<file path="src/rtl/mem_bridge_ctrl_if.sv">
// Requester and memory-side signal bundle for mem_bridge_ctrl.
// master = requester/memory side, slave = the controller.
interface mem_bridge_ctrl_if;
  logic        req_valid;
  logic        req_ready;
  logic        req_we;
  logic [15:0] req_addr;
  logic [7:0]  req_wdata;
  logic [15:0] AddrBus;
  logic        mem_en;
  logic        mem_we;
  logic [7:0]  MemDataOut;
  logic [7:0]  MemDataIn;
  logic        rsp_valid;
  logic        rsp_ready;
  logic [7:0]  rsp_rdata;
  logic        rsp_err;

  modport master (
    output req_valid, req_we, req_addr, req_wdata,
    output rsp_ready, MemDataIn,
    input  req_ready, AddrBus, mem_en, mem_we,
    input  MemDataOut, rsp_valid, rsp_rdata, rsp_err
  );

  modport slave (
    input  req_valid, req_we, req_addr, req_wdata,
    input  rsp_ready, MemDataIn,
    output req_ready, AddrBus, mem_en, mem_we,
    output MemDataOut, rsp_valid, rsp_rdata, rsp_err
  );
endinterface

</file>
<file path="src/rtl/mem_bridge_ctrl.sv">
// Single-outstanding request bridge to a registered-read memory block.
// Define MEMBRIDGE_ROM_PROTECT_EN to refuse writes below 0x8000.
module mem_bridge_ctrl (
  input logic              clk,
  input logic              rst_n,
  mem_bridge_ctrl_if.slave bus
);

  typedef enum logic [1:0] {
    IDLE, ISSUE, CAPTURE, RESP
  } state_t;

  state_t      state;
  state_t      stateNxt;
  logic [15:0] addrQ;
  logic [7:0]  wdataQ;
  logic [7:0]  rdataQ;
  logic        weQ;
  logic        errQ;
  logic        accept;
  logic        memEn;

  assign accept = bus.req_valid && (state == IDLE);

  always_ff @(posedge clk) begin
    if (!rst_n) begin
      state  <= IDLE;
      addrQ  <= 16'h0000;
      wdataQ <= 8'h00;
      rdataQ <= 8'h00;
      weQ    <= 1'b0;
    end else begin
      state <= stateNxt;
      if (accept) begin
        addrQ  <= bus.req_addr;
        wdataQ <= bus.req_wdata;
        weQ    <= bus.req_we;
      end
      if (state == CAPTURE)
        rdataQ <= bus.MemDataIn;
    end
  end

`ifdef MEMBRIDGE_ROM_PROTECT_EN
  // Lower half is ROM: the write still walks the FSM but never reaches memory.
  always_ff @(posedge clk) begin
    if (!rst_n)
      errQ <= 1'b0;
    else if (accept)
      errQ <= bus.req_we && !bus.req_addr[15];
  end
`else
  assign errQ = 1'b0;
`endif

  always_comb begin
    stateNxt = state;
    memEn    = 1'b0;
    unique case (state)
      IDLE: begin
        if (bus.req_valid)
          stateNxt = ISSUE;
      end
      ISSUE: begin
        memEn    = !errQ;
        stateNxt = weQ ? RESP : CAPTURE;
      end
      CAPTURE: begin
        stateNxt = RESP;
      end
      RESP: begin
        if (bus.rsp_ready)
          stateNxt = IDLE;
      end
      default: begin
        stateNxt = IDLE;
      end
    endcase
  end

  assign bus.req_ready  = (state == IDLE);
  assign bus.AddrBus    = addrQ;
  assign bus.MemDataOut = wdataQ;
  assign bus.mem_en     = memEn;
  assign bus.mem_we     = memEn && weQ;
  assign bus.rsp_valid  = (state == RESP);
  assign bus.rsp_rdata  = rdataQ;
  assign bus.rsp_err    = (state == RESP) && errQ;

endmodule

</file>
<file path="src/flat_wrapper.sv">
// flat-port wrapper written by rule: the top's interface ports become plain ports
module mem_bridge_ctrl_flat 
  (clk, rst_n, bus_req_valid, bus_req_we, bus_req_addr, bus_req_wdata, bus_rsp_ready, bus_MemDataIn, bus_req_ready, bus_AddrBus, bus_mem_en, bus_mem_we, bus_MemDataOut, bus_rsp_valid, bus_rsp_rdata, bus_rsp_err);
  mem_bridge_ctrl_if bus_i ();
  input logic clk;
  input logic rst_n;
  input wire logic [$bits(bus_i.req_valid)-1:0] bus_req_valid;
  input wire logic [$bits(bus_i.req_we)-1:0] bus_req_we;
  input wire logic [$bits(bus_i.req_addr)-1:0] bus_req_addr;
  input wire logic [$bits(bus_i.req_wdata)-1:0] bus_req_wdata;
  input wire logic [$bits(bus_i.rsp_ready)-1:0] bus_rsp_ready;
  input wire logic [$bits(bus_i.MemDataIn)-1:0] bus_MemDataIn;
  output wire logic [$bits(bus_i.req_ready)-1:0] bus_req_ready;
  output wire logic [$bits(bus_i.AddrBus)-1:0] bus_AddrBus;
  output wire logic [$bits(bus_i.mem_en)-1:0] bus_mem_en;
  output wire logic [$bits(bus_i.mem_we)-1:0] bus_mem_we;
  output wire logic [$bits(bus_i.MemDataOut)-1:0] bus_MemDataOut;
  output wire logic [$bits(bus_i.rsp_valid)-1:0] bus_rsp_valid;
  output wire logic [$bits(bus_i.rsp_rdata)-1:0] bus_rsp_rdata;
  output wire logic [$bits(bus_i.rsp_err)-1:0] bus_rsp_err;
  assign bus_i.req_valid = bus_req_valid;
  assign bus_i.req_we = bus_req_we;
  assign bus_i.req_addr = bus_req_addr;
  assign bus_i.req_wdata = bus_req_wdata;
  assign bus_i.rsp_ready = bus_rsp_ready;
  assign bus_i.MemDataIn = bus_MemDataIn;
  assign bus_req_ready = bus_i.req_ready;
  assign bus_AddrBus = bus_i.AddrBus;
  assign bus_mem_en = bus_i.mem_en;
  assign bus_mem_we = bus_i.mem_we;
  assign bus_MemDataOut = bus_i.MemDataOut;
  assign bus_rsp_valid = bus_i.rsp_valid;
  assign bus_rsp_rdata = bus_i.rsp_rdata;
  assign bus_rsp_err = bus_i.rsp_err;
  mem_bridge_ctrl u_core (.clk(clk), .rst_n(rst_n), .bus(bus_i));
endmodule
</file>
<file path="config.mk">
export PLATFORM = sky130hd
export DESIGN_NAME = mem_bridge_ctrl_flat
export DESIGN_NICKNAME = d
export VERILOG_FILES = /design/src/rtl/mem_bridge_ctrl_if.sv /design/src/rtl/mem_bridge_ctrl.sv /design/src/flat_wrapper.sv
export SDC_FILE = /design/constraint.sdc
export NUM_CORES = 1
export LEC_CHECK = 0
export CAP_MARGIN = 20
export CORE_AREA = 2 2 77 79
export CTS_BUF_LIST = sky130_fd_sc_hd__clkbuf_2 sky130_fd_sc_hd__clkbuf_4 sky130_fd_sc_hd__clkbuf_8
export DETAILED_ROUTE_END_ITERATION = 10
export DIE_AREA = 0 0 79 81
export PLACE_DENSITY = 0.69
export SETUP_SLACK_MARGIN = 0.1
export SYNTH_ARGS = -nofsm -noshare
export SYNTH_HDL_FRONTEND = slang
export SYNTH_SLANG_ARGS = --single-unit
</file>
<file path="constraint.sdc">
create_clock -name clk -period 1.4 [get_ports clk]
set_input_delay 0.28 -clock clk [delete_from_list [all_inputs] [get_ports clk]]
set_output_delay 0.28 -clock clk [all_outputs]
set_load 0.05 [all_outputs]
</file>
# Word-level counts from Yosys, hierarchy flattened
# Index checks and enable logic that the tools add are counted.
dict set report totals {
  reg_bits 35
  input_bits 37
  output_inout_bits 37
  elab_cells 19
}
dict set report classes {
  n_eq_ne 5
  mux 5
  n_reduce_logical 4
}
# op n
set ops {}
lappend ops {{one-hot mux 2 bit (4 select lines)} 1}
lappend ops {{== test 2 bit (second input constant)} 2}
lappend ops {{2-to-1 mux 2 bit} 2}
lappend ops {{!= test 2 bit (second input constant)} 2}
lappend ops {{== test 2 x 1 -> 1 bit (second input constant)} 1}
lappend ops {{logical AND 1 bit} 2}
lappend ops {{zero test 2 bit} 1}
lappend ops {{2-to-1 mux 1 bit} 2}
lappend ops {{AND reduction 2 bit} 1}

# Depth between registers and ports, before layout
# Gate-level depths: netlist (run 1).
dict set report logic_depth {
  ltp_word 3
  mapped_depth 7
  mapped_depth_nobuf 5
}

# Worst setup path after synthesis (run 1)
# Ideal clock, no wire load.
dict set report synth_path {
  kind {reg2reg}
  startpoint {reg u_core.state[1]}
  endpoint {reg u_core.state[0]}
  setup_ns 0.080
  t_arrival_ns 1.688
  required_time_ns 1.320
  setup_slack_ns -0.368
  path_stages_with_launch 6
  n_path_buf 0
  synth_period_minus_slack_ns 1.768
  cell_sequence {dfxtp_1 > inv_1 > ha_1 > and2_1 > nor4_1 > nor3b_1}
}
dict set report synth_between {
  elab_chain_cells 3
  word_cells_on_any_way 8
  classes_between {eq/ne (5); mux (1); reduce/logical (2)}
}
# element line_no
set synth_rtl {}
lappend synth_rtl {{from (decl)} mem_bridge_ctrl.sv:13} ;# state_t state;
lappend synth_rtl {{from (signal assigned)} mem_bridge_ctrl.sv:33} ;# state <= stateNxt;
lappend synth_rtl {{== test 2 bit / zero test 2 bit (equally long branches)} mem_bridge_ctrl.sv:59} ;# unique case (state)
lappend synth_rtl {{!= test 2 bit (no line)} --}
lappend synth_rtl {{AND reduction 2 bit (no line)} --}
# Parallel ways exist; a longest one is shown, timed or not.
# A chain may end at the register's enable or synchronous reset.

# Worst setup path in the final report (run 1)
dict set report layout_path {
  startpoint {reg u_core.state[1]}
  endpoint {out bus_mem_we}
}
dict set report layout_between {
  elab_chain_cells 3
}
# element line_no
set layout_rtl {}
lappend layout_rtl {{== test 2 x 1 -> 1 bit} mem_bridge_ctrl.sv:59}
lappend layout_rtl {{2-to-1 mux 1 bit} mem_bridge_ctrl.sv:59}
lappend layout_rtl {{logical AND 1 bit} mem_bridge_ctrl.sv:85} ;# assign bus.mem_we = memEn && weQ;
lappend layout_rtl {{to (decl)} flat_wrapper.sv:16} ;# output wire logic [$bits(bus_i.mem_we)-1:0] bus_mem_we;
# Every way passes these cells.

==> results of run 1 <==
-- worst min path at each step --
stage                                   startpoint                       end
final                     u_core.bus.MemDataOut[5]  u_core.bus.MemDataOut[5]
after global routing         u_core.bus.AddrBus[3]     u_core.bus.AddrBus[3]
after CTS                 u_core.bus.MemDataOut[1]  u_core.bus.MemDataOut[1]
after detailed placement  u_core.bus.MemDataOut[1]  u_core.bus.MemDataOut[1]
after global placement                  u_core.weQ                u_core.weQ
after floorplan                         bus_req_we                u_core.weQ
-- synth_stat cells --
master	number	area, um^2
ha_1	5	62.6
buf_2	3	15.0
clkbuf_1	3	11.3
a21oi_1	25	125
nor4_1	1	6.26
nor3b_1	1	7.51
clkinv_1	1	3.75
o21ai_0	1	5.00
and2_2	1	7.51
nand2b_1	1	6.26
conb_1	1	3.75
nor2b_1	2	12.5
nand2_1	51	191
o31ai_1	1	7.51
buf_6	2	22.5
a21oi_2	1	8.76
dfxtp_1	35	701
and2_1	1	6.26
buf_4	2	15.0
mux2i_1	8	80.1
or3b_1	1	8.76
nor2_1	9	33.8
inv_1	2	7.51
-- cell families after synthesis --
family	after synthesis	synth area share, %
buffers and inverters	13	5.56
adder cells (fa/ha/maj)	5	4.64
other	1	0.278
AND/OR/NAND/NOR	68	20.8
multiplexers	8	5.94
AO/OA/AOI/OAI	28	10.9
flip-flops	35	51.9
-- sequential cells by signal, summed over array words and instances, names as in the netlist --
name and flops:
u_core.bus.MemDataOut 8, u_core.bus.AddrBus 16, u_core.state 2, u_core.weQ 1, u_core.bus.rsp_rdata 8
-- power groups by stage --
stage                     logic, W  clock network, W  registers (W)
after floorplan            0.00101                 0        0.00202
after global placement     0.00277                 0        0.00149
after detailed placement   0.00282                 0        0.00150
after CTS                  0.00297          0.000755        0.00147
after global routing       0.00320          0.000803        0.00150
final                      0.00301          0.000716        0.00147
-- worst min-delay path: stages (launching register included) --
cell	delay [ps]
dfxtp_1	330
nand2_1	60
a21oi_1	50
-- what timing repair did --
item,in CTS,in global routing
gates resized for setup,5,9
pin swaps,1,1
setup endpoints to repair,12,39
endpoints found under the hold margin,0,0
setup buffers,4,1
-- final cells by class --
class / count / area [um^2]
sequential: 35 / 708
clock inverter: 1 / 5.00
fill: 548 / 2900
tap: 75 / 93.8
multi-input combinational: 110 / 667
timing repair buffer: 81 / 1200
clock buffer: 7 / 83.8
inverter: 3 / 16.3
-- per-layer routing --
layer  vias to the layer above  global-route usage (%)  wire length, um
met3                         4                    3.89              256
met4                         0                    4.66               39
met2                        43                    21.4             1940
li1                        665                       -                -
met1                       583                    12.8             1360
met5                         -                       0                0
-- through the flow --
step / instance area [um^2] / setup WS [ps] / utilization (%)
global placement: 2580 / -12.6 / 45.5
global route: 2780 / -59.7 / 48.9
CTS: 2740 / -17.4 / 48.2
floorplan: 1410 / 81.9 / -
detailed placement: 2580 / -63.7 / 45.5
finish: 2780 / -6.52 / 48.9
-- placed cells by master (no fill, tap or decap), types with 3 or more instances in the layout --
cell              n
mux2i_1           8
buf_4             4
clkdlybuf4s50_1  36
clkbuf_8          5
a21oi_1          19
a21oi_2           7
buf_12           40
ha_4              3
dfxtp_1          33
nor2_1            9
nand2_1          51
==> flow_metrics.tcl, run 1 <==
set metrics [dict create \
    hold_viol 0 \
    hold_ws_ps 491 \
    power.density_mw_per_mm2 1870 \
    fin_cells 312 \
    path_depth 4 \
    postRouteWirelength_um 3590 \
    port_buffers 72 \
    syn_area_per_cell_um2 8.54 \
    die_y_um 81 \
    p_comb_share_pct 57.9 \
    fin_ws_ps -6.52 \
    switching_power_w 0.00207 \
    setup_viol 3 \
    wire_per_inst_um 11.5 \
    nets 278 \
    p_int_w 0.00313 \
    reg2reg_from "u_core.state[1]" \
    crit_required_ps 1120 \
    io-pin-count 74 \
    cp-start-kind "register" \
    root_buffer "clkbuf_8" \
    crit_chain "inv_4 -> ha_4 -> and2_4 -> buf_12" \
    vias 1295 \
    grt_overflow_total 0 \
    crit_buf_inv 2 \
    cts.path.max_buffers 2 \
    syn_area_mm2 0.00135 \
    die-width_um 79 \
    p_leak_nw 1.06 \
    period_minus_slack_ps 1410 \
    ys_types 23 \
    irDropWorstVdd_v 0.00159 \
    antenna_left 0 \
    synthCells 158 \
    reg2regPathDepth 6 \
    cts_tree "built" \
    slowest_stage "dfxtp_4" \
    dieArea_mm2 0.00640 \
    slew_violations 0 \
    h-tree-depth 2 \
    grt.total_usage_pct 11.8 \
    drive_above_1_share_pct 31.6 \
    syn2layout_area_growth_pct 106 \
    max_stage_delay_ps 370 \
    critPathCapture "bus_mem_we" \
    regToRegEndpoint "u_core.state[1]" \
    status "finished with violations" \
    firstDrtPassIters 3 \
    grt_pass1_vias 1318 \
    antenna_cells 0 \
    grt_max_degree 26 \
    crit_family "flip-flops" \
    crit_type "register to primary output" \
    numCtsBuffers 5 \
    yosysWarningCount 0 \
    path_max_fanout 3 \
    max_freq_mhz 711 \
    skew_ps 2.97 \
    finalSetupTns_ps -16.4 \
    end_kind "primary output" \
    core_region_area_mm2 0.00568 \
    gp_congestion 0.665 \
    finalCritPeriodShare_pct 100 \
    cp_data_arrival_time_ps 1130 \
    grt_antenna_before_repair 0 \
    clkPwrFrac_pct 13.8 \
    start_util_pct 23.8 \
    ctsHoldBuffers 0 \
    viasPerCell 4.15 \
    cp-startpoint "u_core.state[1]" \
    drv_cap 0 \
    min_path_type "register to register" \
    p_sw_share_pct 39.7 \
    syn-num-nets 200 \
    p_total_w 0.00520 \
    drtIter0Drc 36 \
    violations "setup timing" \
    cts.sink_count 35 \
    path_clk_slew_ps 60 \
    ys_ff_latch 35 \
    fp-row-count 28 \
    whs_path_depth 2 \
    seq_power_share_pct 28.3 \
    seq_area_frac_synth_pct 51.9 \
    hpwl_um 2660 \
    rsz0062_at_grt "yes" \
    worstSkewPairLatency_ps 280 \
    dpl.cell_count 299 \
    drc_errors 0 \
    r2r_setup_slack_ps -7 \
    grt_pass1_wl_um 5950 \
]
(Power assumes the default switching activity.)
==> inputs of run 2 (changes only) <==
Settings changed: HOLD_SLACK_MARGIN set to 0.15, SKIP_LAST_GASP set to 1.
==> run 2 against run 1 <==
The run still ends with setup timing left. Routed wire length shrank 1.4%. Sequential cell count stayed put. First-iteration DRC count fell by 17%. Fmax increased by 0.12%.
==> flow_metrics.tcl, run 2 (synthesis results as in run 1) <==
set metrics [dict create \
    grt.total_usage_pct 11.8 \
    ctsHoldBuffers 0 \
    layout_commonest_cell "nand2_1" \
    irDropWorstVdd_v 0.00146 \
    cp_data_arrival_time_ps 1120 \
    violations "setup timing" \
    viasPerCell 4.16 \
    skew_ps 2.65 \
    nets 277 \
    firstDrtPassIters 4 \
    path_max_fanout 3 \
    finalCritPeriodShare_pct 100 \
    p_leak_nw 1.05 \
    drive_above_1_share_pct 28.8 \
    period_minus_slack_ps 1400 \
    gp_congestion 0.665 \
    postRouteWirelength_um 3540 \
    cts.path.max_buffers 2 \
    status "finished with violations" \
    die-width_um 79 \
    grt_pass1_vias 1314 \
    crit_type "register to primary output" \
    fp-row-count 28 \
    cts_tree "built" \
    cp-start-kind "register" \
    largest_register_ffs 16 \
    reg2reg_from "u_core.state[1]" \
    drv_cap 0 \
    vias 1295 \
    wire_per_inst_um 11.4 \
    end_kind "primary output" \
    syn2layout_area_growth_pct 104 \
    mostFrequentLayoutCells "nand2_1 (51), buf_12 (40), clkdlybuf4s50_1 (36)" \
    h-tree-depth 2 \
    grt_max_degree 26 \
    hpwl_um 2660 \
    slew_violations 0 \
    max_freq_mhz 712 \
    final_util_pct 48.4 \
    power.density_mw_per_mm2 1880 \
    grt_pass1_wl_um 5910 \
    rsz0062_at_grt "yes" \
    antenna_cells 0 \
    cp-startpoint "u_core.state[1]" \
    crit_required_ps 1120 \
    antenna_left 0 \
    min-delay-start "u_core.weQ" \
    worstSkewPairLatency_ps 270 \
    start_util_pct 23.8 \
    hold_viol 0 \
    path_clk_slew_ps 60 \
    drtIter0Drc 30 \
    setup_viol 2 \
    fin_ws_ps -4.81 \
    port_buffers 72 \
    drc_errors 0 \
    io-pin-count 74 \
    root_buffer "clkbuf_8" \
    core_region_area_mm2 0.00568 \
    grt_antenna_before_repair 0 \
    cts.sink_count 35 \
    hold_ws_ps 490 \
    grt_overflow_total 0 \
    numCtsBuffers 5 \
    dieArea_mm2 0.00640 \
    min_path_type "register to register" \
    die_y_um 81 \
]
## run 2: cell types whose count changed in the layout (fill, tap and decap cells not counted)
cell     previous run  this run
a21oi_1            19        25
buf_4               4         3
a21oi_2             7         1
## run 2: stage by stage
| stage | cells | setup WS (ps) | cell area, um^2 | power, W | TNS [ps] |
|---|---|---|---|---|---|
| 5_1_grt | 311 | -53.4 | 2750 | 0.00548 | -161 |
| 6_report | 311 | -4.81 | 2750 | 0.00517 | -5.46 |
| 4_1_cts | 311 | -17.4 | 2730 | 0.00519 | -44.9 |
| 2_1_floorplan | 158 | 81.9 | 1410 | 0.00303 | 0 |
| 3_5_place_dp | 299 | -63.7 | 2580 | 0.00432 | -955 |
| 3_3_place_gp | 299 | -12.6 | 2580 | 0.00426 | -15.0 |
## run 2: final timing paths
kind / to / slack (ps) / depth (start not counted)
min: u_core.weQ / 490 / 2
max: bus_mem_we / -5 / 4
min reg2reg: u_core.weQ / 490 / 2
max reg2reg: u_core.state[1] / -5 / 6
## run 2: area by class of cell
type | count | area, um^2
Clock buffer | 7 | 83.8
Clock inverter | 1 | 5.00
Fill cell | 543 | 2930
Inverter | 3 | 16.3
Multi-Input combinational cell | 110 | 644
Sequential cell | 35 | 708
Tap cell | 75 | 93.8
Timing Repair Buffer | 80 | 1190
## run 2: power breakdown
group          leakage, nW  internal [W]  switching [W]
clock               0.0491      0.000387       0.000326
combinational        0.713       0.00150        0.00148
sequential           0.288       0.00123       0.000240
total                 1.05       0.00312        0.00205
## run 2: repair_timing
item                                    4_1_cts  5_1_grt
setup buffers                                 4        0
endpoints found under the hold margin         0        0
endpoints found under the setup margin       12       39
pin swaps                                     1        1
gates resized for setup                       3        5
## run 2: per-layer routing
layer | vias up | track usage [%] | part of all wire (%) | routed length [um]
met1 | 581 | 12.5 | 39 | 1370
met4 | 0 | 4.66 | 1.1 | 39
met3 | 4 | 3.89 | 7.3 | 260
met5 | - | 0 | 0 | 0
li1 | 662 | - | - | -
met2 | 48 | 21.6 | 53 | 1870
## run 2: worst max-delay path, cell delays in order, from the launching register on
cell     delay, ps
dfxtp_4        370
inv_4           50
ha_4           150
and2_4         140
buf_12         140
